### config.mk
export PLATFORM = sky130hd
export DESIGN_NAME = mem_stage
export DESIGN_NICKNAME = d
export VERILOG_FILES = /design/src/rtl/mem_stage_pkg.sv /design/src/rtl/mem_lane_align.sv /design/src/rtl/mem_stage.sv
export SDC_FILE = /design/constraint.sdc
export NUM_CORES = 1
export LEC_CHECK = 0
export ABC_AREA = 1
export CORE_MARGIN = 5
export CORE_UTILIZATION = 43
export DETAILED_ROUTE_END_ITERATION = 10
export PLACE_DENSITY_LB_ADDON = 0.08
export SLEW_MARGIN = 20
export SYNTH_ARGS = -nofsm -noshare
export SYNTH_HDL_FRONTEND = slang
export SYNTH_HIERARCHICAL = 1
export SYNTH_SLANG_ARGS = --single-unit
### constraint.sdc
create_clock -name clk -period 2.35 [get_ports clk]
set_clock_uncertainty 0.1 [all_clocks]
set_input_delay 0.47 -clock clk [delete_from_list [all_inputs] [get_ports clk]]
set_output_delay 0.47 -clock clk [all_outputs]
set_load 0.01 [all_outputs]
### src/rtl/mem_stage_pkg.sv
// Shared types, decode constants and helpers for the memory-access pipeline stage.
package mem_stage_pkg;

    localparam int unsigned DATA_W     = 32;
    localparam int unsigned REG_ADDR_W = 5;
    localparam int unsigned ALU_OP_W   = 8;
    localparam int unsigned ALU_SEL_W  = 3;
    localparam int unsigned CNT_W      = 8;

    typedef logic [DATA_W-1:0] ram_addr_t;
    typedef logic [3:0]        byte_sel_t;

    typedef enum logic [1:0] {
        IDLE   = 2'd0,
        ACCESS = 2'd1,
        DONE   = 2'd2
    } mem_state_t;

    typedef struct packed {
        logic [ALU_OP_W-1:0]  op;
        logic [ALU_SEL_W-1:0] sel;
    } alu_t;

    typedef struct packed {
        logic                  en;
        logic [REG_ADDR_W-1:0] addr;
        logic [DATA_W-1:0]     data;
    } reg_t;

    localparam logic [ALU_SEL_W-1:0] SEL_NOP       = 3'b000;
    localparam logic [ALU_SEL_W-1:0] SEL_LOGIC     = 3'b001;
    localparam logic [ALU_SEL_W-1:0] SEL_LOADSTORE = 3'b111;

    localparam logic [ALU_OP_W-1:0] OR_OP = 8'b0010_0101;
    localparam logic [ALU_OP_W-1:0] LB_OP = 8'b1110_0000;
    localparam logic [ALU_OP_W-1:0] LW_OP = 8'b1110_0011;
    localparam logic [ALU_OP_W-1:0] SB_OP = 8'b1110_1000;
    localparam logic [ALU_OP_W-1:0] SW_OP = 8'b1110_1011;

    function automatic logic is_mem_op(input alu_t a);
        return (a.sel == SEL_LOADSTORE) && (a.op inside {LB_OP, LW_OP, SB_OP, SW_OP});
    endfunction

    function automatic logic is_word_op(input alu_t a);
        return (a.op == LW_OP) || (a.op == SW_OP);
    endfunction

    function automatic logic is_store_op(input alu_t a);
        return (a.op == SB_OP) || (a.op == SW_OP);
    endfunction

endpackage

### src/rtl/mem_lane_align.sv
// Byte-lane enable/replication for stores and lane select plus sign-extension for loads.
module mem_lane_align
    import mem_stage_pkg::*;
#(
    parameter int unsigned BIG_ENDIAN = 1
) (
    input  logic [1:0]        offset,
    input  logic              word,
    input  logic [DATA_W-1:0] store_data,
    input  logic [DATA_W-1:0] load_data,
    output byte_sel_t         sel,
    output logic [DATA_W-1:0] wdata,
    output logic [DATA_W-1:0] rdata
);

    logic [1:0] lane;
    logic [7:0] ld_byte;

    always_comb begin
        // big-endian puts offset 0 in the top byte, i.e. lane = 3 - offset
        lane    = (BIG_ENDIAN != 0) ? ~offset : offset;
        ld_byte = load_data[{lane, 3'b000} +: 8];
        sel     = word ? 4'b1111 : byte_sel_t'(4'b0001 << lane);
        wdata   = word ? store_data : {4{store_data[7:0]}};
        rdata   = word ? load_data : {{24{ld_byte[7]}}, ld_byte};
    end

endmodule

### src/rtl/mem_stage.sv
// Memory-access pipeline stage: req/ack data-RAM transaction with stall and timeout.
// Optional MEM_ALIGN_CHECK_EN: reject misaligned LW/SW and flag them on mem_misalign_o.
module mem_stage
    import mem_stage_pkg::*;
#(
    parameter int unsigned BIG_ENDIAN  = 1,
    parameter int unsigned ACK_TIMEOUT = 255
) (
    input  logic              clk,
    input  logic              rst,
    input  alu_t              mem_alu_i,
    input  reg_t              mem_wreg_i,
    input  ram_addr_t         mem_ramaddr_i,
    input  logic [DATA_W-1:0] mem_storedata_i,
    output logic              ram_req_o,
    output logic              ram_we_o,
    output logic [DATA_W-1:0] ram_addr_o,
    output byte_sel_t         ram_sel_o,
    output logic [DATA_W-1:0] ram_wdata_o,
    input  logic [DATA_W-1:0] ram_rdata_i,
    input  logic              ram_ack_i,
`ifdef MEM_ALIGN_CHECK_EN
    output logic              mem_misalign_o,
`endif
    output reg_t              mem_wreg_o,
    output logic              stallreq_from_mem
);

    mem_state_t            state_q, state_d;
    ram_addr_t             addr_q;
    logic                  we_q;
    byte_sel_t             sel_q;
    logic [DATA_W-1:0]     wdata_q;
    logic [1:0]            off_q;
    logic                  word_q;
    logic                  ld_en_q;
    logic [REG_ADDR_W-1:0] waddr_q;
    logic [DATA_W-1:0]     result_q;
    logic                  res_en_q;
    logic [CNT_W-1:0]      cnt_q;

    logic load_c, capture_c, timeout_c, mem_op_c;
    logic [1:0]        al_off;
    logic              al_word;
    byte_sel_t         al_sel;
    logic [DATA_W-1:0] al_wdata, al_rdata;

`ifdef MEM_ALIGN_CHECK_EN
    logic misalign_c, misalign_q;
    assign mem_misalign_o = (state_q == DONE) && misalign_q;
`endif

    assign mem_op_c = is_mem_op(mem_alu_i);

    // aligner sees the incoming op while idle, the captured access afterwards
    assign al_off  = (state_q == IDLE) ? mem_ramaddr_i[1:0] : off_q;
    assign al_word = (state_q == IDLE) ? is_word_op(mem_alu_i) : word_q;

    mem_lane_align #(.BIG_ENDIAN(BIG_ENDIAN)) u_align (
        .offset     (al_off),
        .word       (al_word),
        .store_data (mem_storedata_i),
        .load_data  (ram_rdata_i),
        .sel        (al_sel),
        .wdata      (al_wdata),
        .rdata      (al_rdata)
    );

    assign ram_req_o   = (state_q == ACCESS);
    assign ram_we_o    = we_q;
    assign ram_addr_o  = addr_q;
    assign ram_sel_o   = sel_q;
    assign ram_wdata_o = wdata_q;

    always_comb begin
        state_d           = state_q;
        load_c            = 1'b0;
        capture_c         = 1'b0;
        timeout_c         = 1'b0;
`ifdef MEM_ALIGN_CHECK_EN
        misalign_c        = 1'b0;
`endif
        stallreq_from_mem = 1'b0;
        mem_wreg_o        = mem_wreg_i;
        case (state_q)
            IDLE: begin
                if (mem_op_c) begin
                    stallreq_from_mem = 1'b1;
                    mem_wreg_o.en     = 1'b0;
`ifdef MEM_ALIGN_CHECK_EN
                    if (is_word_op(mem_alu_i) && (mem_ramaddr_i[1:0] != 2'b00)) begin
                        misalign_c = 1'b1;
                        state_d    = DONE;
                    end else begin
                        load_c  = 1'b1;
                        state_d = ACCESS;
                    end
`else
                    load_c  = 1'b1;
                    state_d = ACCESS;
`endif
                end
            end
            ACCESS: begin
                stallreq_from_mem = 1'b1;
                mem_wreg_o.en     = 1'b0;
                // an ack on the final allowed cycle still counts as success
                if (ram_ack_i) begin
                    capture_c = 1'b1;
                    state_d   = DONE;
                end else if (cnt_q == CNT_W'(ACK_TIMEOUT - 1)) begin
                    timeout_c = 1'b1;
                    state_d   = DONE;
                end
            end
            DONE: begin
                mem_wreg_o = '{en: res_en_q, addr: waddr_q, data: result_q};
                state_d    = IDLE;
            end
            default: state_d = IDLE;
        endcase
        if (!rst) begin
            mem_wreg_o        = '0;
            stallreq_from_mem = 1'b0;
        end
    end

    always_ff @(posedge clk or negedge rst) begin
        if (!rst) begin
            state_q  <= IDLE;
            addr_q   <= '0;
            we_q     <= 1'b0;
            sel_q    <= '0;
            wdata_q  <= '0;
            off_q    <= '0;
            word_q   <= 1'b0;
            ld_en_q  <= 1'b0;
            waddr_q  <= '0;
            result_q <= '0;
            res_en_q <= 1'b0;
            cnt_q    <= '0;
`ifdef MEM_ALIGN_CHECK_EN
            misalign_q <= 1'b0;
`endif
        end else begin
            state_q <= state_d;
            if (load_c) begin
                addr_q  <= {mem_ramaddr_i[DATA_W-1:2], 2'b00};
                we_q    <= is_store_op(mem_alu_i);
                sel_q   <= al_sel;
                wdata_q <= al_wdata;
                off_q   <= mem_ramaddr_i[1:0];
                word_q  <= is_word_op(mem_alu_i);
                ld_en_q <= mem_wreg_i.en & ~is_store_op(mem_alu_i);
                waddr_q <= mem_wreg_i.addr;
                cnt_q   <= '0;
            end else if (state_q == ACCESS && !ram_ack_i && !timeout_c) begin
                cnt_q <= cnt_q + CNT_W'(1);
            end
            if (capture_c) begin
                result_q <= al_rdata;
                res_en_q <= ld_en_q;
            end
            if (timeout_c) begin
                res_en_q <= 1'b0;
            end
`ifdef MEM_ALIGN_CHECK_EN
            if (misalign_c) begin
                res_en_q <= 1'b0;
                waddr_q  <= mem_wreg_i.addr;
            end
            if (load_c || misalign_c) begin
                misalign_q <= misalign_c;
            end
`endif
        end
    end

endmodule

==> impl_metrics.csv, run 1 <==
group,metric,value,unit
sta,whs,85.7,ps
sta,worst_slew_pin_slew,528,ps
layout,final_util,69.1,%
setup_path,path_class,"reg -> out",
synth,netlist_area,0.00618,sq mm
die,die_h,130,microns
grt,grt.total_usage,24.2,%
clock_tree,worstSkewPairLatency,420,ps
die,die-area,0.0169,sq mm
power_and_ir_drop,seqPwrFrac,40.3,%
job,maxCapViolCount,0,
layout,nets,1241,
sta,slew-limit-headroom,64.7,%
setup_path,crit_arrival,1760,ps
power_and_ir_drop,p_int,4.12,mW
routing,dr_total_vias,6281,
sta,fmax,428,MHz
sta,layout_setup_ws,15.4,ps
placement,place_ws,-357,ps
layout,syn_to_final_growth,56.4,%
setup_path,crit_fanout,16,
die,start_util,44.2,%
layout,drive_above_1_share,15.1,%
grt,grt_max_degree,43,
placement,dp.cells,1241,
synth,synth.distinct_cells,26,
synth,synth_edf_count,0,
grt,grt_pass1_vias,6307,
die,rows,43,
clock_tree,numCtsBuffers,17,
sta,min_period_over_period,99.3,%
layout,layout_commonest_cell,"nand2_1",
sta,post-route-min-period,2330,ps
layout,antennaDiodeCount,0,
clock_tree,clkTransAtPathRegs,50,ps
clock_tree,cts_tree,"done",
die,die_w,130,microns
power_and_ir_drop,switchingPower,1.35,mW
die,io_pins,257,
worst_hold_path,min_path_type,"in -> async",
synth,synth_top_area_cell,"dfrtp_1",
routing,drtAntennaViolNets,0,
synth,syn-instance-count,824,
layout,fin_cells,1284,
sta,setup_viol,0,
sta,drv_slew,0,
power_and_ir_drop,power_frac_clock,44.3,%
status,status,"complete, no violations",
clock_tree,htreeDepth,4,
grt,grt_pass1_wl,32.1,mm
synth,avgSynthCellArea,7.50,sq um
sta,rsz0062_at_grt,"true",
grt,antenna_found_initial,0,
setup_path,worst_setup_path_end_kind,"primary output",
clock_tree,clockBufferDepth,2,
grt,grt_overflow,0,
sta,fin_tns_setup,0,ps
layout,mostFrequentLayoutCells,"nand2_1 (380), clkdlybuf4s50_1 (213), dfrtp_1 (119)",
placement,gp_congestion,0.880,
setup_path,required,1780,ps
sta,hold_violations,0,
power_and_ir_drop,finalPower,5.46,mW
layout,fill_cells,1210,
synth,synth.top_cells.by_area,"dfrtp_1 (48%), nand2_1 (23%), mux2_2 (5.8%), nor2_1 (5.4%), o21ai_0 (4.8%)",
synth,ys_warn_count,6,
routing,wl_per_cell,16.0,microns
layout,regArea,0.00298,sq mm
power_and_ir_drop,vdd_drop_max,0.000454,V
power_and_ir_drop,power_switching_share,24.7,%
placement,io_buffers,254,
power_and_ir_drop,power_density,566,mW/mm^2
synth,synth.top_cell.area_share,48.2,%
die,core,0.0140,sq mm
routing,dr.pass1.iters,6,
routing,wirelength,20.5,mm
clock_tree,cts_num_sinks,119,
synth,yosys_most_used_dff,"dfrtp_1",
synth,synth-seq-cells,119,
clock_tree,cts_root_buffer,"clkbuf_16",
routing,vias_per_cell,4.89,
setup_path,cp-start-kind,"register",
layout,finalInstanceArea,0.00966,sq mm
power_and_ir_drop,leakagePower,5.08,nW
placement,placed_area,0.00905,sq mm
synth,synthArstFlopShare,100,%
synth,ys_seq_area_share,48.2,%
power_and_ir_drop,p_comb_share,15.3,%
placement,hpwl,14.6,mm
routing,drt_iter0_markers,370,
routing,drc,0,
layout,multi_input_area,0.00289,sq mm
==> critical path, cell delays in order, from the launching register on <==
cell and delay, ps:
dfrtp_1 410, nor2_4 190, buf_4 150, buf_12 130, o21ai_1 80, nor2_1 110, dlygate4sd2_1 280
==> flip-flops by register name, indices dropped and copies added (netlist names) <==
name / cells
result_q: 32
off_q: 2
waddr_q: 5
ram_we_o: 1
word_q: 1
ram_addr_o: 30
res_en_q: 1
ld_en_q: 1
cnt_q: 8
state_q: 2
ram_sel_o: 4
ram_wdata_o: 32
==> power by group through the flow <==
stage / clock (mW) / combinational [mW] / sequential [mW]
finish: 2.42 / 0.838 / 2.20
global route: 2.57 / 0.923 / 2.21
CTS: 2.46 / 0.839 / 2.20
detailed placement: 0 / 0.848 / 2.23
global placement: 0 / 0.841 / 2.23
floorplan: 0 / 0.279 / 2.25
==> synth_stat cells (2+ instances only) <==
| cell type | instances |
|---|---|
| inv_2 | 4 |
| dfrtp_1 | 119 |
| nand3_1 | 34 |
| buf_4 | 13 |
| and3_1 | 2 |
| inv_1 | 28 |
| buf_6 | 5 |
| clkinv_1 | 2 |
| nor2_1 | 89 |
| buf_2 | 18 |
| o21ai_0 | 59 |
| mux2_2 | 32 |
| clkbuf_1 | 17 |
| nor3_1 | 2 |
| nand4_1 | 2 |
| ha_1 | 2 |
| nand2_1 | 381 |
| a21oi_1 | 7 |
==> layout make-up <==
| cell class | instances | area share (%) |
|---|---|---|
| flip-flops and latches | 119 | 30.8 |
| multi-input cells | 621 | 29.9 |
| repair buffers | 298 | 29.9 |
| clock buffers | 24 | 4.88 |
| well taps | 180 | 2.33 |
| inverters | 34 | 1.40 |
| clock inverters | 8 | 0.764 |
==> final timing paths <==
kind / from / endpoint / slack (ps) / cells past startpoint
min: rst / ram_addr_o[18] / 90 / 3
min in group clk: ram_wdata_o[22] / ram_wdata_o[22] / 370 / 2
max: state_q[0] / mem_wreg_o[18] / 20 / 6
max reg2reg: state_q[0] / result_q[16] / 70 / 14
max in group asynchronous: rst / result_q[7] / 1110 / 3
min reg2reg: ram_wdata_o[22] / ram_wdata_o[22] / 370 / 2
==> cells by family after synthesis <==
kind of cell / after synthesis / synth area share (%)
mux: 32 / 5.83
fa+ha+maj: 2 / 0.405
other cells: 1 / 0.0607
compound gates: 68 / 5.61
simple gates: 514 / 32.7
flops: 119 / 48.2
xor+xnor: 1 / 0.142
buf+inv: 87 / 7.05
==> timing repair <==
action | in CTS | in global routing
pin swaps | 1 | 4
setup buffers | 3 | 2
hold buffers | 4 | 0
cloned | 2 | 2
endpoints found under the setup margin | 39 | 72
hold endpoints to repair | 25 | 0
gates resized for setup | 117 | 59
==> layer usage <==
layer  vias to the layer above  track usage, %  part of all wire [%]
met5                         -               0                     0
met4                         0            7.40                   2.1
met3                        27            8.27                   9.0
met2                       245            39.5                    47
met1                      2904            30.5                    42
li1                       3105               -                     -
(Power assumes the default switching activity.)
==> run 2: changes to the inputs <==
- SLEW_MARGIN: 20 -> default
==> results of run 2 <==
Same layout as run 1: the final DEF is identical, and so are final timing and power.
==> run 3: changes to the inputs <==
- TNS_END_PERCENT: default -> 100
==> results of run 3 <==
Same layout as run 1: the final DEF is identical, and so are final timing and power.
